`src/rtl/serial_adder_pkg.sv`:
```
// Shared definitions for the digit-serial adder: FSM states and counter sizing.
package serial_adder_pkg;

  typedef enum logic [1:0] {
    IDLE = 2'd0,
    RUN  = 2'd1,
    DONE = 2'd2
  } state_t;

  function automatic int digit_count(input int width, input int digit);
    return width / digit;
  endfunction

  // Counter must be at least one bit wide even when a single digit is processed.
  function automatic int cnt_width(input int n);
    return (n <= 1) ? 1 : $clog2(n);
  endfunction

endpackage

```
`src/rtl/serial_adder_digit_add.sv`:
```
// DIGIT-bit ripple-carry adder; also exposes the carry into its MSB for overflow detection.
module digit_add #(
  parameter int DIGIT = 4
) (
  input  logic [DIGIT-1:0] x_i,
  input  logic [DIGIT-1:0] y_i,
  input  logic             ci_i,
  output logic [DIGIT-1:0] sum_o,
  output logic             co_o,
  output logic             cmsb_o
);

  logic [DIGIT:0] c;

  assign c[0] = ci_i;

  for (genvar gi = 0; gi < DIGIT; gi++) begin : g_bit
    assign sum_o[gi] = x_i[gi] ^ y_i[gi] ^ c[gi];
    assign c[gi+1]   = (x_i[gi] & y_i[gi]) | (c[gi] & (x_i[gi] ^ y_i[gi]));
  end

  assign co_o   = c[DIGIT];
  assign cmsb_o = c[DIGIT-1];

endmodule

```
`src/rtl/serial_adder.sv`:
```
// Digit-serial adder: captures one operand pair, adds DIGIT bits per cycle LSB first,
// then holds the sum with carry-out and signed overflow until the consumer takes it.
module serial_adder
  import serial_adder_pkg::*;
#(
  parameter int WIDTH = 16,
  parameter int DIGIT = 4
) (
  input  logic             clk,
  input  logic             rst,
  input  logic             in_valid,
  output logic             in_ready,
  input  logic [WIDTH-1:0] a,
  input  logic [WIDTH-1:0] b,
  input  logic             cin,
  output logic             out_valid,
  input  logic             out_ready,
  output logic [WIDTH-1:0] s,
  output logic             cout,
  output logic             ovf
);

  localparam int N  = digit_count(WIDTH, DIGIT);
  localparam int CW = cnt_width(N);

  state_t           state_q, state_d;
  logic [WIDTH-1:0] a_q, b_q, s_q;
  logic             carry_q, cout_q, ovf_q;
  logic [CW-1:0]    cnt_q;

  logic             accept, last_digit;
  int               base;
  logic [DIGIT-1:0] dig_sum;
  logic             dig_co, dig_cmsb;

  assign accept     = (state_q == IDLE) && in_valid;
  assign last_digit = (cnt_q == CW'(N - 1));

  always_comb begin
    base = int'(cnt_q) * DIGIT;
  end

  digit_add #(.DIGIT(DIGIT)) u_digit_add (
    .x_i    (a_q[base +: DIGIT]),
    .y_i    (b_q[base +: DIGIT]),
    .ci_i   (carry_q),
    .sum_o  (dig_sum),
    .co_o   (dig_co),
    .cmsb_o (dig_cmsb)
  );

  always_ff @(posedge clk or posedge rst) begin
    if (rst) begin
      state_q <= IDLE;
    end else begin
      state_q <= state_d;
    end
  end

  always_comb begin
    state_d = state_q;
    case (state_q)
      IDLE:    if (in_valid) state_d = RUN;
      RUN:     if (last_digit) state_d = DONE;
      DONE:    if (out_ready) state_d = IDLE;
      default: state_d = IDLE;
    endcase
  end

  // Handshake outputs depend on state only, so no combinational valid/ready paths exist.
  always_comb begin
    in_ready  = (state_q == IDLE);
    out_valid = (state_q == DONE);
  end

  always_ff @(posedge clk or posedge rst) begin
    if (rst) begin
      a_q     <= '0;
      b_q     <= '0;
      s_q     <= '0;
      carry_q <= 1'b0;
      cnt_q   <= '0;
      cout_q  <= 1'b0;
      ovf_q   <= 1'b0;
    end else if (accept) begin
      a_q     <= a;
      b_q     <= b;
      s_q     <= '0;
      carry_q <= cin;
      cnt_q   <= '0;
      cout_q  <= 1'b0;
      ovf_q   <= 1'b0;
    end else if (state_q == RUN) begin
      s_q[base +: DIGIT] <= dig_sum;
      carry_q            <= dig_co;
      cnt_q              <= cnt_q + 1'b1;
      if (last_digit) begin
        cout_q <= dig_co;
        ovf_q  <= dig_co ^ dig_cmsb;
      end
    end
  end

  assign s    = s_q;
  assign cout = cout_q;
  assign ovf  = ovf_q;

endmodule

```
`config.mk`:
```
export PLATFORM = sky130hd
export DESIGN_NAME = serial_adder
export DESIGN_NICKNAME = d
export VERILOG_FILES = /design/src/rtl/serial_adder_pkg.sv /design/src/rtl/serial_adder_digit_add.sv /design/src/rtl/serial_adder.sv
export SDC_FILE = /design/constraint.sdc
export NUM_CORES = 1
export LEC_CHECK = 0
export CORE_MARGIN = 5
export CORE_UTILIZATION = 50
export DETAILED_ROUTE_END_ITERATION = 10
export GPL_ROUTABILITY_DRIVEN = 0
export MAX_ROUTING_LAYER = met4
export PLACE_DENSITY = 0.84
export RECOVER_POWER = 100
export SKIP_CTS_REPAIR_TIMING = 1
export SYNTH_ARGS = -nofsm -noshare
export SYNTH_HDL_FRONTEND = slang
export SYNTH_SLANG_ARGS = --single-unit
```
`constraint.sdc`:
```
create_clock -name clk -period 6.7 [get_ports clk]
set_input_delay 0.67 -clock clk [delete_from_list [all_inputs] [get_ports clk]]
set_output_delay 0.67 -clock clk [all_outputs]
set_load 0.02 [all_outputs]
```
# After elaboration in Yosys (flattened, before gate mapping)
# Index checks and enable logic that the tools add are counted.
word_totals:
  regBits: 55
  inputBits: 37
  output_inout_bits: 20
  wordCells: 64
op_classes:
  add_sub_neg: 2
  eq_ne: 6
  shift: 4
  n_mux: 17
  bitwise_logic: 21
  n_reduce_logical: 6
op_table:
  columns: ["cell", "count"]
  rows:
  - ["$neg A4 Y33", 1]
  - ["$shift A4 B33 Y16 const A", 1]
  - ["$shiftx A4 B33 Y16", 1]
  - ["$mux W16", 2]
  - ["$shiftx A16 B5 Y4", 2]
  - ["$bwmux W16", 1]
  - ["$mux W2", 5]
  - ["$xor A1 B1 Y1", 9]
  - ["$and A1 B1 Y1", 8]
  - ["$mux W1", 8]
  - ["$pmux W2 S3", 1]
  - ["$eq A2 B2 Y1 const B", 2]
  - ["$ne A2 B2 Y1 const B", 2]
  - ["$or A1 B1 Y1", 4]
  - ["$reduce_bool A2 Y1", 2]
  - ["$reduce_and A3 Y1", 1]
  - ["$add A2 B1 Y2 const B", 1]
  - ["$eq A2 B1 Y1 const B", 1]
  - ["$logic_not A2 Y1", 1]
  - ["$ne A2 B1 Y1 const B", 1]
  - ["$reduce_and A2 Y1", 1]
  - ["$logic_and A1 B1 Y1", 1]

# Depth between registers and ports, before layout
# Gate-level depths: netlist (run 1).
logic_depth:
  word_depth: 14
  mapped_depth: 13
  mapped_depth_nobuf: 11

# Cells and area by module
# Synthesis (run 1) repeated with hierarchy kept, for this count alone.
hier_totals:
  hier_cells: 246
  area_unflattened_um2: 2606.2
by_module_without_submodules:
  columns: ["mod", "n_inst", "cells_each", "area_per_inst_um2", "seq_area_each_um2"]
  rows:
  - ["serial_adder", 1, 234, 2496.1, 1376.3]
  - ["digit_add", 1, 12, 110.1, 0.0]

# Worst setup path before layout (run 1)
# No wires, ideal clock.
synth_timing:
  kind: "flip-flop to flip-flop"
  start: "reg cnt_q[0]"
  end: "reg s_q[15], in the netlist s[15]"
  setup_time_ps: 77
  t_arrival_ps: 3269
  required_ps: 6623
  path_slack_ps: 3353
  path_stages_with_launch: 14
  n_path_buf: 2
  synth_period_minus_slack_ps: 3347
  cell_sequence: "dfrtp_1 > buf_2 > buf_2 > mux4_2 > inv_1 > fa_1 > inv_1 > fa_1 > inv_1 > fa_1 > inv_1 > fa_1 > or4b_1 > a21oi_1"
synth_between:
  elab_chain_cells: 13
  word_cells_on_any_way: 25
  cone_classes: "1 x add/sub; 4 x shift; 3 x mux; 17 x bitwise"
synth_rtl:
  columns: ["element", "line", "source"]
  rows:
  - ["start, declared", "serial_adder.sv:29", "logic [CW-1:0] cnt_q;"]
  - ["start signal, assigned", "serial_adder.sv:96", "cnt_q <= cnt_q + 1'b1;"]
  - ["$shiftx A16 B5 Y4 (on tied branches)", "serial_adder.sv:44, serial_adder.sv:45", null]
  - ["$xor A1 B1 Y1", "serial_adder_digit_add.sv:18, serial_adder_digit_add.sv:19", null]
  - ["$and A1 B1 Y1", "serial_adder_digit_add.sv:19", "assign c[gi+1] = (x_i[gi] & y_i[gi]) | (c[gi] & (x_i[gi] ^ y_i[gi]));"]
  - ["$or A1 B1 Y1", "serial_adder_digit_add.sv:19", null]
  - ["$and A1 B1 Y1", "serial_adder_digit_add.sv:19", null]
  - ["$or A1 B1 Y1", "serial_adder_digit_add.sv:19", null]
  - ["$and A1 B1 Y1", "serial_adder_digit_add.sv:19", null]
  - ["$or A1 B1 Y1", "serial_adder_digit_add.sv:19", null]
  - ["$xor A1 B1 Y1", "serial_adder_digit_add.sv:18", "assign sum_o[gi] = x_i[gi] ^ y_i[gi] ^ c[gi];"]
  - ["$shiftx A4 B33 Y16", "serial_adder.sv:94", "s_q[base +: DIGIT] <= dig_sum;"]
  - ["$bwmux W16 *", "serial_adder.sv:94", null]
  - ["$mux W16 *", "serial_adder.sv:93", "end else if (state_q == RUN) begin"]
  - ["$mux W16 *", "serial_adder.sv:85", "end else if (accept) begin"]
  - ["end signal, assigned by index", "serial_adder.sv:94", null]
  - ["end, declared", "serial_adder.sv:27", "logic [WIDTH-1:0] a_q, b_q, s_q;"]
# Every way passes the cells marked *; elsewhere a longest branch is shown, timed or not. The select of a mux whose other input is x is not followed.
# A chain may end at the register's enable or synchronous reset.

# Worst setup path after layout (run 1)
# Same ends and word-level chain as after synthesis.

==> results of run 1 <==
## cells by family (layout without fill, tap and decap cells)
| group | Yosys count | in the layout |
|---|---|---|
| XOR/XNOR | 1 | 1 |
| adder cells (fa/ha/maj) | 8 | 8 |
| multiplexers | 9 | 9 |
| buffers and inverters | 27 | 78 |
| AO/OA/AOI/OAI | 24 | 24 |
| AND/OR/NAND/NOR | 125 | 125 |
| flip-flops | 55 | 55 |
## metal layers
layer | share of wire | routed length, um | vias to the layer above
met4 | 0.014 | 78 | 0
met5 | 0 | 0 | -
li1 | - | - | 917
met1 | 0.43 | 2370 | 917
met3 | 0.065 | 356 | 7
met2 | 0.49 | 2680 | 61
## area by class of cell
type | instances | area (um2) | share of cell area
Tap cell | 70 | 87.6 | 0.0270
Clock inverter | 1 | 30.0 | 0.00924
Sequential cell | 55 | 1380 | 0.424
Multi-Input combinational cell | 167 | 1060 | 0.327
Clock buffer | 6 | 72.6 | 0.0223
Inverter | 14 | 52.6 | 0.0162
Timing Repair Buffer | 57 | 568 | 0.175
## report_power, final
part	internal (mW)	leakage [nW]	switching, mW	total (mW)
sequential	0.476	0.707	0.126	0.602
clock	0.110	0.0513	0.101	0.210
combinational	0.363	0.862	0.454	0.817
## metrics by stage
| step | worst slack (ps) | area (um2) | std cells |
|---|---|---|---|
| 6_report | 3040 | 3250 | 370 |
| 5_1_grt | 2760 | 3250 | 370 |
| 4_1_cts | 3010 | 3250 | 370 |
| 3_5_place_dp | 3030 | 3150 | 363 |
| 3_3_place_gp | 3160 | 3150 | 363 |
| 2_1_floorplan | 3350 | 2550 | 249 |
## state kept, by name (all words and copies together) (netlist names)
register,flops
a_q,16
b_q,16
s,16
cnt_q,2
state_q,2
carry_q,1
cout,1
ovf,1
## worst max-delay path: stages, from the launching register on
cell and delay, ps:
dfrtp_1 850, mux4_2 590, inv_1 90, fa_1 160
inv_1 50, fa_1 350, inv_1 80, fa_1 220
inv_1 70, fa_1 550, or4b_1 450, a21oi_1 140
## Yosys cell counts, drive strengths merged
| master | instances |
|---|---|
| nand2 | 102 |
| dfrtp | 55 |
| inv | 14 |
| buf | 8 |
| mux4 | 8 |
| a22o | 7 |
| a32o | 5 |
| clkbuf | 5 |
| fa | 4 |
| ha | 4 |
| nand2b | 4 |
| nor3 | 4 |
| o2bb2ai | 4 |
| nor2 | 3 |
| a21o | 2 |
| a21oi | 2 |
| nand3 | 2 |
| nand3b | 2 |
| nor2b | 2 |
| o21ai | 2 |
| a221o | 1 |
| and3b | 1 |
| mux2i | 1 |
| nor3b | 1 |
| nor4b | 1 |
| o31ai | 1 |
| or3b | 1 |
| or4 | 1 |
| or4b | 1 |
| xor2 | 1 |
## worst min path at each step
stage / from / end / slack (ps)
floorplan: a_q[10]$_DFFE_PP0P_ / a_q[10]$_DFFE_PP0P_ / 440
global placement: a_q[2]$_DFFE_PP0P_ / a_q[2]$_DFFE_PP0P_ / 450
detailed placement: b_q[7]$_DFFE_PP0P_ / b_q[7]$_DFFE_PP0P_ / 460
CTS: b_q[7]$_DFFE_PP0P_ / b_q[7]$_DFFE_PP0P_ / 480
global route: a_q[7]$_DFFE_PP0P_ / a_q[7]$_DFFE_PP0P_ / 500
finish: b_q[7]$_DFFE_PP0P_ / b_q[7]$_DFFE_PP0P_ / 480
==> results.json, run 1 <==
{
  "status": "finished, violations left",
  "violations": "max-capacitance violations, max-slew violations",
  "grt_start_max_net_pins": 56,
  "max_slew_margin": -0.351,
  "arrival_ps": 3890,
  "drt_iter0_drc": 160,
  "routedWlPerCell_um": 14.8,
  "drive_above_1_share": 0.0533,
  "r2r_start": "cnt_q[0]$_DFFE_PP0P_",
  "worst_pin_slew_ps": 2020,
  "cts_buffer_depth": 2,
  "critPathKind": "flop to flop",
  "grt_use_met2": 0.302,
  "io_buffers": 56,
  "diodes": 0,
  "synth.top_cell.area_share": 0.541,
  "drc": 0,
  "final_common_cell": "nand2_1",
  "fmax_ghz": 0.273,
  "path_max_fanout": 17,
  "synth_xor_area_frac": 0.00344,
  "synth.top_cells.by_area": "dfrtp_1, nand2_1, mux4_2, fa_1, a22o_1",
  "grt_overflow": 0,
  "grt_pass1_vias": 1892,
  "timing.reg2reg.worst_path_depth": 11,
  "busiest_layer": "met2",
  "muxShareOfSynthArea": 0.0747,
  "route.antenna.remaining_nets": 0,
  "rsz0062_at_grt": "no",
  "min_path_cells": 2,
  "crit_start": "cnt_q[0]$_DFFE_PP0P_",
  "row_count": 26,
  "required_ps": 6930,
  "grt_pass1_wl_um": 9040,
  "powerDensity_mw_per_mm2": 501,
  "min_path_type": "flop to flop",
  "insertion_delay_ps": 310,
  "grt_usage": 0.187,
  "worstReg2RegEnd": "s[15]$_DFFE_PP0P_",
  "mostFrequentLayoutCells": "nand2_1, dfrtp_1, clkdlybuf4s50_1",
  "fp.dieH_um": 81.4,
  "grt_util_met3": 0.0377,
  "endpoint_kind": "flop",
  "clock-sinks": 55,
  "yosysSeqAreaShare": 0.541,
  "fin_crit_ps": 3660,
  "grt_use_met1": 0.241,
  "htreeDepth": 2,
  "p_total_mw": 1.63,
  "yosys_warnings": 0,
  "antenna_found_initial": 0,
  "yosys.area.top_type": "dfrtp_1",
  "cts_tree": "built",
  "critPathLaunchType": "flop",
  "cts_buffers": 5,
  "synth-simple-area-share": 0.207,
  "routed_via_density": 5.14,
  "setup_viol_count_final": 0,
  "hold_ws_ps": 480,
  "start_util": 0.505,
  "die-area_mm2": 0.00662,
  "yosys_register_bits": 55,
  "num-fill-cells": 411,
  "skew_ps": 12.7,
  "pin_count": 57,
  "vdd.ir_drop.worst_v": 0.000202,
  "leakagePower_nw": 1.62,
  "syn_nets": 294,
  "avgSynthCellArea_um2": 10.2,
  "maxSlewViolCount": 56,
  "finalHoldViolations": 0,
  "routed-via-count": 1902,
  "crit_end": "s[15]$_DFFE_PP0P_",
  "drt-total-wl_um": 5480,
  "core-area_mm2": 0.00504,
  "root_buffer": "clkbuf_8",
  "synth_top_family_by_area": "simple AND/OR/NAND/NOR gates",
  "utilization": 0.644,
  "hpwl_um": 3990,
  "cap_violations": 1,
  "yosysUniqueCellTypes": 31,
  "area_growth_pct": 27.6,
  "firstDrtPassIters": 4,
  "timing.reg2reg.setup_slack_ps": 3040,
  "synth-adder-area-share": 0.0511,
  "tns_ps": 0,
  "finalNetCount": 345,
  "synth-compound-area-share": 0.0781,
  "clkTransAtPathRegs_ps": 90,
  "synthCells": 249,
  "finalCritPeriodShare": 0.547,
  "syn_area_mm2": 0.00255,
  "die_w_um": 81.4
}
Power figures use the tool's default switching activity.
==> inputs of run 2 (changes only) <==
Clock period 6.7 ns to 3.6 ns, I/O delays scaled along.
==> run 2 against run 1 <==
Against the previous run: the run still ends with max-capacitance violations, max-slew violations left; fmax increased by 10%; core utilization increased by 0.60 points; setup slack got worse by 2800 ps; wire length decreased by 3.3%; register-to-register slack got worse by 2800 ps; flip-flop and latch count unchanged; clock skew decreased by 7.7 ps; critical path depth decreased by 2; cell count increased by 0.81%; sequential share of layout area decreased by 0.39 points.
==> results.json, run 2 (synthesis gave the netlist of run 1 again) <==
{
  "firstDrtPassIters": 4,
  "finalCritPeriodShare": 0.924,
  "worstReg2RegEnd": "s[15]$_DFFE_PP0P_",
  "cts_buffers": 5,
  "route.antenna.remaining_nets": 0,
  "clock-sinks": 55,
  "final_cell_area_mm2": 0.00328,
  "routed_via_density": 5.13,
  "start_util": 0.505,
  "cts_buffer_depth": 2,
  "vdd.ir_drop.worst_v": 0.000432,
  "hpwl_um": 3970,
  "required_ps": 3840,
  "status": "finished, violations left",
  "core-area_mm2": 0.00504,
  "setup_viol_count_final": 0,
  "pin_count": 57,
  "grt_usage": 0.179,
  "area_growth_pct": 28.7,
  "fmax_ghz": 0.301,
  "diodes": 0,
  "path_max_fanout": 13,
  "root_buffer": "clkbuf_8",
  "rsz0062_at_grt": "no",
  "max_slew_margin": -0.305,
  "die-area_mm2": 0.00662,
  "worst_pin_slew_ps": 1960,
  "io_buffers": 56,
  "endpoint_kind": "flop",
  "min_from": "b_q[0]$_DFFE_PP0P_",
  "finalNetCount": 347,
  "drt_iter0_drc": 119,
  "skew_ps": 4.99,
  "drc": 0,
  "htreeDepth": 2,
  "die_w_um": 81.4,
  "arrival_ps": 3560,
  "r2r_start": "cnt_q[0]$_DFFE_PP0P_",
  "grt_start_max_net_pins": 56,
  "leakagePower_nw": 1.64,
  "final_common_cell": "nand2_1",
  "maxSlewViolCount": 56,
  "violations": "max-capacitance violations, max-slew violations",
  "grt_pass1_wl_um": 8680,
  "insertion_delay_ps": 310,
  "critPathLaunchType": "flop",
  "grt_pass1_vias": 1855,
  "drive_above_1_share": 0.0660,
  "min_path_type": "flop to flop",
  "drt-total-wl_um": 5300,
  "cts_tree": "built",
  "critPathKind": "flop to flop",
  "cap_violations": 1,
  "min_path_cells": 2,
  "placed_area_mm2": 0.00316,
  "timing.reg2reg.setup_slack_ps": 270,
  "row_count": 26,
  "tns_ps": 0,
  "utilization": 0.650,
  "fin_crit_ps": 3330,
  "timing.reg2reg.worst_path_depth": 9,
  "grt_overflow": 0,
  "holdPathEnd": "b_q[0]$_DFFE_PP0P_",
  "routedWlPerCell_um": 14.2,
  "mostFrequentLayoutCells": "nand2_1, dfrtp_1, clkdlybuf4s50_1",
  "clkTransAtPathRegs_ps": 90,
  "powerDensity_mw_per_mm2": 938,
  "antenna_found_initial": 0,
  "fp.dieH_um": 81.4,
  "finalHoldViolations": 0,
  "routed-via-count": 1912
}
==> run 2: changes by cell type in the layout (fill, tap and decap cells not counted) <==
cell | before | now
clkbuf_1 | 1 | 0
dlygate4sd3_1 | 22 | 21
clkbuf_8 | 5 | 6
clkdlybuf4s50_1 | 34 | 35
clkinv_2 | 0 | 1
buf_4 | 1 | 3
==> run 2: worst max path at each step <==
stage,start,end,depth (start not counted)
6_report,cnt_q[0]$_DFFE_PP0P_,s[15]$_DFFE_PP0P_,9
5_1_grt,cnt_q[0]$_DFFE_PP0P_,s[15]$_DFFE_PP0P_,9
4_1_cts,cnt_q[0]$_DFFE_PP0P_,s[15]$_DFFE_PP0P_,9
3_5_place_dp,cnt_q[0]$_DFFE_PP0P_,s[15]$_DFFE_PP0P_,9
3_3_place_gp,cnt_q[0]$_DFFE_PP0P_,s[15]$_DFFE_PP0P_,9
2_1_floorplan,cnt_q[0]$_DFFE_PP0P_,s[15]$_DFFE_PP0P_,13
==> run 2: routing by layer <==
| metal | GRT usage | vias to the layer above | wire (um) |
|---|---|---|---|
| met3 | 0.0388 | 5 | 266 |
| met2 | 0.290 | 57 | 2650 |
| met4 | 0.0591 | 0 | 68 |
| li1 | - | 929 | - |
| met1 | 0.224 | 921 | 2320 |
| met5 | - | - | 0 |
==> run 2: final cells by class <==
class / instances / area, um2
multi-input cells: 167 / 1060
clock buffers: 6 / 82.6
repair buffers: 59 / 583
inverters: 14 / 52.6
fillers: 411 / 1760
well taps: 70 / 87.6
clock inverters: 2 / 35.0
flip-flops and latches: 55 / 1380
==> run 2: worst max-delay path, cell delays in order, from the launching register on <==
cell and delay (ps):
dfrtp_1 490, buf_4 270, mux4_2 550, fa_1 440, inv_1 80, fa_1 210, inv_1 70, fa_1 560
or4b_1 440, a21oi_1 140
==> run 2: where the power goes <==
group,leakage (nW),switching (mW),internal [mW]
Combinational,0.872,0.889,0.691
Clock,0.0612,0.193,0.225
Sequential,0.707,0.191,0.887
Total,1.64,1.27,1.80
==> run 2: metrics by stage <==
step	hold slack, ps	worst slack, ps	power (mW)	std cells
after detailed placement	461	277	2.71	365
after floorplan	440	253	2.17	249
final	479	274	3.08	373
after global routing	501	60.7	3.31	373
after CTS	482	270	3.13	373
after global placement	457	397	2.64	365
==> inputs of run 3 (changes only) <==
Settings changed: SKIP_LAST_GASP set to 1.
==> results of run 3 <==
Same layout as run 2: the final DEF is identical, and so are final timing and power.
